`config.mk`:
```
export PLATFORM = sky130hd
export DESIGN_NAME = alu_seq_n
export DESIGN_NICKNAME = d
export VERILOG_FILES = /design/src/rtl/alu_pkg.sv /design/src/rtl/alu_muldiv_iter.sv /design/src/rtl/alu_seq_n.sv
export SDC_FILE = /design/constraint.sdc
export NUM_CORES = 2
export LEC_CHECK = 0
export CELL_PAD_IN_SITES_DETAIL_PLACEMENT = 1
export CELL_PAD_IN_SITES_GLOBAL_PLACEMENT = 2
export CORE_MARGIN = 5
export CORE_UTILIZATION = 41
export CTS_CLUSTER_SIZE = 24
export DETAILED_ROUTE_END_ITERATION = 6
export PLACE_DENSITY = 0.95
export RECOVER_POWER = 100
export SYNTH_ARGS = -nofsm -noshare
export SYNTH_HDL_FRONTEND = slang
export SYNTH_HIERARCHICAL = 1
export SYNTH_SLANG_ARGS = --single-unit
export TNS_END_PERCENT = 5
```
`constraint.sdc`:
```
create_clock -name in_clk -period 11.42 [get_ports in_clk]
set_clock_uncertainty 0.2 [all_clocks]
set_input_delay 3.426 -clock in_clk [delete_from_list [all_inputs] [get_ports in_clk]]
set_output_delay 3.426 -clock in_clk [all_outputs]
set_load 0.01 [all_outputs]
```
`src/rtl/alu_pkg.sv`:
```
// Shared definitions for the sequential ALU: opcode encoding (unchanged from
// the combinational ALU) and the control FSM state type.
package alu_pkg;

    localparam logic [3:0] OP_ADD = 4'b0000;
    localparam logic [3:0] OP_SUB = 4'b0001;
    localparam logic [3:0] OP_ROR = 4'b0010;
    localparam logic [3:0] OP_ROL = 4'b0011;
    localparam logic [3:0] OP_SHR = 4'b0100;
    localparam logic [3:0] OP_SHL = 4'b0101;
    localparam logic [3:0] OP_AND = 4'b0110;
    localparam logic [3:0] OP_OR  = 4'b0111;
    localparam logic [3:0] OP_MUL = 4'b1000;
    localparam logic [3:0] OP_DIV = 4'b1001;
    localparam logic [3:0] OP_NEG = 4'b1010;
    localparam logic [3:0] OP_NOT = 4'b1011;

    // Control FSM states; explicit encoding so the state register can be
    // probed as a plain 2-bit value.
    typedef enum logic [1:0] {
        IDLE    = 2'd0,
        RUN_MUL = 2'd1,
        RUN_DIV = 2'd2,
        FIXUP   = 2'd3
    } alu_state_e;

endpackage

```
`src/rtl/alu_muldiv_iter.sv`:
```
// Iterative signed multiply (radix-2 Booth) and signed divide (restoring on
// magnitudes plus one sign-fixup cycle). Operands are captured on start.
// step_last marks the cycle whose edge performs the final iteration step;
// done marks the cycle whose edge should load res_lo/res_hi into the caller.
module alu_muldiv_iter #(
    parameter int WIDTH = 32
) (
    input  logic             clk,
    input  logic             rst_n,
    input  logic             start,
    input  logic             start_div,
    input  logic [WIDTH-1:0] a,
    input  logic [WIDTH-1:0] b,
    output logic             step_last,
    output logic             done,
    output logic [WIDTH-1:0] res_lo,
    output logic [WIDTH-1:0] res_hi
);

    localparam int CW = $clog2(WIDTH);

    // Booth product register: {hi (WIDTH+1), multiplier (WIDTH), q_-1}.
    // The hi part carries one extra sign bit so that subtracting the most
    // negative multiplicand cannot overflow.
    logic [2*WIDTH+1:0] prod_q, prod_d;
    logic [WIDTH:0]     mcand_q, mcand_d;
    logic [WIDTH-1:0]   rem_q, rem_d;
    logic [WIDTH-1:0]   quo_q, quo_d;
    logic [WIDTH-1:0]   dvs_q, dvs_d;
    logic               q_neg_q, q_neg_d;
    logic               r_neg_q, r_neg_d;
    logic [CW-1:0]      cnt_q, cnt_d;
    logic               run_q, run_d;
    logic               div_q, div_d;
    logic               fix_q, fix_d;

    logic [WIDTH:0]     hi_sum;
    logic [WIDTH:0]     shifted;

    // Next-state for one Booth or restoring step, plus result selection.
    always_comb begin
        prod_d  = prod_q;
        mcand_d = mcand_q;
        rem_d   = rem_q;
        quo_d   = quo_q;
        dvs_d   = dvs_q;
        q_neg_d = q_neg_q;
        r_neg_d = r_neg_q;
        cnt_d   = cnt_q;
        run_d   = run_q;
        div_d   = div_q;
        fix_d   = 1'b0;
        hi_sum  = prod_q[2*WIDTH+1:WIDTH+1];
        shifted = {rem_q, quo_q[WIDTH-1]};

        step_last = run_q && (cnt_q == CW'(WIDTH - 1));

        if (start) begin
            run_d   = 1'b1;
            div_d   = start_div;
            cnt_d   = '0;
            prod_d  = {{(WIDTH + 1){1'b0}}, b, 1'b0};
            mcand_d = {a[WIDTH-1], a};
            rem_d   = '0;
            quo_d   = a[WIDTH-1] ? (~a + 1'b1) : a;
            dvs_d   = b[WIDTH-1] ? (~b + 1'b1) : b;
            q_neg_d = a[WIDTH-1] ^ b[WIDTH-1];
            r_neg_d = a[WIDTH-1];
        end else if (run_q) begin
            cnt_d = cnt_q + 1'b1;
            if (!div_q) begin
                case (prod_q[1:0])
                    2'b01:   hi_sum = prod_q[2*WIDTH+1:WIDTH+1] + mcand_q;
                    2'b10:   hi_sum = prod_q[2*WIDTH+1:WIDTH+1] - mcand_q;
                    default: hi_sum = prod_q[2*WIDTH+1:WIDTH+1];
                endcase
                prod_d = {hi_sum[WIDTH], hi_sum, prod_q[WIDTH:1]};
            end else begin
                // Remainder stays below the divisor, so the WIDTH-bit
                // subtraction never loses information.
                if (shifted >= {1'b0, dvs_q}) begin
                    rem_d = shifted[WIDTH-1:0] - dvs_q;
                    quo_d = {quo_q[WIDTH-2:0], 1'b1};
                end else begin
                    rem_d = shifted[WIDTH-1:0];
                    quo_d = {quo_q[WIDTH-2:0], 1'b0};
                end
            end
            if (step_last) begin
                run_d = 1'b0;
                fix_d = div_q;
            end
        end

        done = (step_last && !div_q) || fix_q;

        if (div_q) begin
            res_lo = q_neg_q ? (~quo_q + 1'b1) : quo_q;
            res_hi = r_neg_q ? (~rem_q + 1'b1) : rem_q;
        end else begin
            res_lo = prod_d[WIDTH:1];
            res_hi = prod_d[2*WIDTH:WIDTH+1];
        end
    end

    // Iteration state registers; reset aborts any operation in flight.
    always_ff @(posedge clk or negedge rst_n) begin
        if (!rst_n) begin
            prod_q  <= '0;
            mcand_q <= '0;
            rem_q   <= '0;
            quo_q   <= '0;
            dvs_q   <= '0;
            q_neg_q <= 1'b0;
            r_neg_q <= 1'b0;
            cnt_q   <= '0;
            run_q   <= 1'b0;
            div_q   <= 1'b0;
            fix_q   <= 1'b0;
        end else begin
            prod_q  <= prod_d;
            mcand_q <= mcand_d;
            rem_q   <= rem_d;
            quo_q   <= quo_d;
            dvs_q   <= dvs_d;
            q_neg_q <= q_neg_d;
            r_neg_q <= r_neg_d;
            cnt_q   <= cnt_d;
            run_q   <= run_d;
            div_q   <= div_d;
            fix_q   <= fix_d;
        end
    end

endmodule

```
`src/rtl/alu_seq_n.sv`:
```
// Clocked ALU with start/busy/done handshake.
// Handshake: a request is accepted on a rising edge where in_start = 1 and
// out_busy = 0; opcode and operands are captured on that edge. out_done
// pulses for exactly one cycle once results are loaded; results and the
// div-by-zero flag hold until the next out_done. Starts while busy are dropped.
module alu_seq_n
    import alu_pkg::*;
#(
    parameter int WIDTH = 32
) (
    input  logic             in_clk,
    input  logic             in_rst_n,
    input  logic             in_start,
    input  logic [3:0]       in_opcode,
    input  logic [WIDTH-1:0] in_a,
    input  logic [WIDTH-1:0] in_b,
    output logic             out_busy,
    output logic             out_done,
    output logic [WIDTH-1:0] out_result_lo,
    output logic [WIDTH-1:0] out_result_hi,
    output logic             out_div_by_zero
);

    localparam int SHW = $clog2(WIDTH);

    alu_state_e       state_q, state_d;
    logic [WIDTH-1:0] lo_q, lo_d;
    logic [WIDTH-1:0] hi_q, hi_d;
    logic             dbz_q, dbz_d;
    logic             done_q, done_d;

    logic [SHW-1:0]   sh_amt;
    logic [SHW:0]     sh_inv;
    logic [WIDTH-1:0] single_res;

    logic             iter_start;
    logic             iter_div;
    logic             iter_step_last;
    logic             iter_done;
    logic [WIDTH-1:0] iter_lo;
    logic [WIDTH-1:0] iter_hi;

    alu_muldiv_iter #(.WIDTH(WIDTH)) u_iter (
        .clk       (in_clk),
        .rst_n     (in_rst_n),
        .start     (iter_start),
        .start_div (iter_div),
        .a         (in_a),
        .b         (in_b),
        .step_last (iter_step_last),
        .done      (iter_done),
        .res_lo    (iter_lo),
        .res_hi    (iter_hi)
    );

    // Single-cycle result from the live inputs; only used on the accept edge.
    // Rotates use (WIDTH - amount), which equals WIDTH for amount 0 and so
    // shifts the wrap-around term out entirely.
    always_comb begin
        sh_amt = in_b[SHW-1:0];
        sh_inv = (SHW + 1)'(WIDTH) - {1'b0, sh_amt};
        case (in_opcode)
            OP_ADD:  single_res = in_a + in_b;
            OP_SUB:  single_res = in_a - in_b;
            OP_ROR:  single_res = (in_a >> sh_amt) | (in_a << sh_inv);
            OP_ROL:  single_res = (in_a << sh_amt) | (in_a >> sh_inv);
            OP_SHR:  single_res = in_a >> sh_amt;
            OP_SHL:  single_res = in_a << sh_amt;
            OP_AND:  single_res = in_a & in_b;
            OP_OR:   single_res = in_a | in_b;
            OP_NEG:  single_res = ~in_a + 1'b1;
            OP_NOT:  single_res = ~in_a;
            default: single_res = '0;
        endcase
    end

    // Control FSM: accept, dispatch to the iterator, and load output registers.
    always_comb begin
        state_d    = state_q;
        lo_d       = lo_q;
        hi_d       = hi_q;
        dbz_d      = dbz_q;
        done_d     = 1'b0;
        iter_start = 1'b0;
        iter_div   = 1'b0;
        case (state_q)
            IDLE: begin
                if (in_start) begin
                    if (in_opcode == OP_MUL) begin
                        state_d    = RUN_MUL;
                        iter_start = 1'b1;
                    end else if (in_opcode == OP_DIV && in_b != '0) begin
                        state_d    = RUN_DIV;
                        iter_start = 1'b1;
                        iter_div   = 1'b1;
                    end else if (in_opcode == OP_DIV) begin
                        lo_d   = '1;
                        hi_d   = in_a;
                        dbz_d  = 1'b1;
                        done_d = 1'b1;
                    end else begin
                        lo_d   = single_res;
                        hi_d   = '0;
                        dbz_d  = 1'b0;
                        done_d = 1'b1;
                    end
                end
            end
            RUN_MUL: begin
                if (iter_done) begin
                    state_d = IDLE;
                    lo_d    = iter_lo;
                    hi_d    = iter_hi;
                    dbz_d   = 1'b0;
                    done_d  = 1'b1;
                end
            end
            RUN_DIV: begin
                if (iter_step_last) begin
                    state_d = FIXUP;
                end
            end
            FIXUP: begin
                state_d = IDLE;
                lo_d    = iter_lo;
                hi_d    = iter_hi;
                dbz_d   = 1'b0;
                done_d  = 1'b1;
            end
            default: state_d = IDLE;
        endcase
    end

    // State and output registers; reset clears everything immediately.
    always_ff @(posedge in_clk or negedge in_rst_n) begin
        if (!in_rst_n) begin
            state_q <= IDLE;
            lo_q    <= '0;
            hi_q    <= '0;
            dbz_q   <= 1'b0;
            done_q  <= 1'b0;
        end else begin
            state_q <= state_d;
            lo_q    <= lo_d;
            hi_q    <= hi_d;
            dbz_q   <= dbz_d;
            done_q  <= done_d;
        end
    end

    assign out_busy        = (state_q != IDLE);
    assign out_done        = done_q;
    assign out_result_lo   = lo_q;
    assign out_result_hi   = hi_q;
    assign out_div_by_zero = dbz_q;

endmodule

```
==> metrics <==
status=finished with violations; failing checks=capacitance limit, slew limit; DR pass1 iterations=7; Nets=between 4000 and 5000; final WL=160000 µm; largest family of logic cells by synthesized area=compound AO/OA/AOI/OAI gates; RSZ-0062 raised after global routing=no; # setup viols final=0; clock tree buffer depth=3; DIE HEIGHT=284 µm; initial drt markers=4471; layout cells sized above 1=10.5%; routed len/inst=about 33 µm; CP max stage cell=clkbuf_1; ranking of synthesized cells by area=dfrtp_1, mux2i_1, nor2_1; Core Box Area=74600 µm²; multiplexer area fraction after synthesis=between 10% and 20%; DRC viols=0; initial core utilization=41.4%; Hold-fix buffers, CTS=0; synth warn=6; Net Count, Synth=4134; crit path max fanout=28; top cell type's share of synthesized area=between 20% and 30%; row count=100; power density over the cells=302 nW/µm²; fin cells=~4900; Compound-Gate Fraction of Synth Area=24.7%; Synth Area in XOR/XNOR=under 10%; total grt overflow=0; synthesized instance count=3952; met3 Use GR=6.79%; number of buffers and inverters on the critical path=3; Lkg Pwr=13.4 nW; most common cell in the netlist=nor2_1; postcts setup bufs=0; critical path cell sequence=dlygate4sd3_1, clkbuf_1, nor3_2, clkbuf_1, nand2_1, o31ai_1, xor2_1, ha_1, a21o_1, a2111oi_0, o31ai_1, a31o_2, a41oi_1, mux2i_1, a21oi_1; Placed Instances=between 4000 and 5000; post_cts resized=0; Post-Synthesis Cell Area=about 30000 µm²; Die ar.=80800 µm²; clock sinks=271; max frequency=102 MHz; syn_area_per_cell=7.80 µm²; GR peak layer=met2; ANT nets after route=0; Final Slew Violations=between 150 and 200; Seq/Total Area, Yosys=22.0%; width of the die=284 µm; clock slew at reported path FFs=0.06 ns; via count=34164; arrival time worst endpoint=approximately 10 ns; fin crit share=86.2%; Synth Register Bits=271; IO Pins=138; largest delay contributor family on the critical path=buffers and inverters; Slew headroom=-257%; final cell utilization of the core=46.0%; Worst-Margin Slew=5.36 ns; total negative setup slack=0 ns; hold violation total from the final report=0; count of flip-flops with a built-in enable after synthesis=0; WS Path Type=input port to flip-flop; met2 Use GR=57.3%; routing usage on met1=between 40% and 50%; Period minus WS final=9.84 ns; Synth area leader=dfrtp_1; Clk Latency, worst-skew pair=approximately 0.59 ns; gpl congestion=approximately 1.1; TritonCTS clock tree=built; antenna violations before repair=9; P&R area growth vs syn=11.2%; post-synthesis simple-gate area fraction=19.9%; critical path capture point type=flip-flop; H-tree depth=2; ys flop type=dfrtp_1; Peak VDD IR=~0.14 mV; Synth top cells by count=nor2_1, nand2_1, a21oi_1; fraction of registers with async set/reset=100%; cts bufs inserted=36; first-pass GRT wire length=232000 µm; vias in the first global route=between 30000 and 40000; Vias/cell=roughly 7; Synth cell types=96; Critical Path Start Type=input port; gr usage total=37.6%; Post-DP HPWL=113000 µm; max_cap viols=4; overall power=10.4 mW; # port buffers=~140; largest net degree at the start of global routing=188; Crit path largest cell delay=1.32 ns; critical path required time=between 10 and 15 ns; buffer type at the clock tree root=clkbuf_16; worst min path class=flip-flop to flip-flop; Adder-Cell Fraction of Synth Area=4.64%
==> logic make-up (layout without fill, tap and decap cells) <==
kind of cell | Yosys count | after routing
simple gates | 1315 | 1315
compound gates | 1164 | 1164
buf+inv | 432 | 412
mux | 383 | 383
xor+xnor | 274 | 274
flops | 271 | 271
fa+ha+maj | 113 | 113
other cells | 0 | 4
==> layout make-up <==
type	count	area [µm²]
tap	969	1210
timing repair buffer	242	2130
inverter	106	399
fill	9024	40300
clock inverter	19	312
sequential	271	6790
antenna	4	10.0
multi-input combinational	3249	22500
clock buffer	45	975
==> through the flow <==
| step | instance area, µm² | setup slack (ns) | hold slack (ns) |
|---|---|---|---|
| final | 34300 | 1.58 | 0.291 |
| after global routing | 34300 | 1.50 | 0.335 |
| after CTS | 34300 | 2.80 | 0.302 |
| after detailed placement | 33000 | 2.26 | 0.274 |
| after global placement | 33000 | 2.37 | 0.276 |
| after floorplan | 30800 | 2.85 | 0.289 |
==> layout by cell type, fill, tap and decap left out, types with 107 or more instances in the layout <==
cell and n:
xnor2_1 156, mux2i_1 206, ha_1 107, a21oi_1 296
nand2_1 382, nor2_1 456, xor2_1 113, o21ai_0 270
dfrtp_1 270, mux2_2 112
==> power breakdown <==
group / switching (mW) / total [mW] / internal (mW)
clock: 0.503 / 1.27 / 0.769
sequential: 0.657 / 2.09 / 1.43
combinational: 4.32 / 6.99 / 2.67
==> worst reg2reg max path, cell delays in order, from the launching register on <==
cell and delay, ns:
dfrtp_4 0.80, inv_1 0.55, a21o_1 0.39, or3b_2 0.51
o21ai_0 0.11, a21o_2 0.12, clkbuf_1 1.32, clkinv_2 1.15
clkbuf_1 1.02, nor2_1 0.48, nor2_1 0.10
==> registers in the layout, indices dropped and copies added, names as in the netlist <==
signal           cells
u_iter/prod_q       66
u_iter/cnt_q         5
out_div_by_zero      1
u_iter/div_q         1
out_result_hi       32
u_iter/rem_q        32
u_iter/fix_q         1
u_iter/mcand_q      32
u_iter/dvs_q        32
state_q              2
u_iter/quo_q        32
u_iter/run_q         1
out_result_lo       32
u_iter/q_neg_q       1
out_done             1
==> metal layers <==
layer  part of all wire (%)  vias to the layer above  wire (µm)
met5                      0                        -          0
met4                    8.7                        0      13900
met3                    9.4                      626      14900
met2                     43                     2087      69300
met1                     39                    16915      61600
li1                       -                    14536          -
==> path summary, 6_finish.rpt <==
check | start | endpoint | slack [ns] | cells after the start
max in group asynchronous | in_rst_n | out_result_hi[20] | 2.61 | 3
max reg2reg | u_iter/div_q | out_result_hi[21] | 4.55 | 10
min reg2reg | out_div_by_zero | out_div_by_zero | 0.29 | 2
max | in_opcode[3] | out_result_lo[28] | 1.58 | 15
min in group asynchronous | in_rst_n | out_result_lo[16] | 4.64 | 1
min | out_div_by_zero | out_div_by_zero | 0.29 | 2
Note: power is estimated with default switching activity, not from simulation.
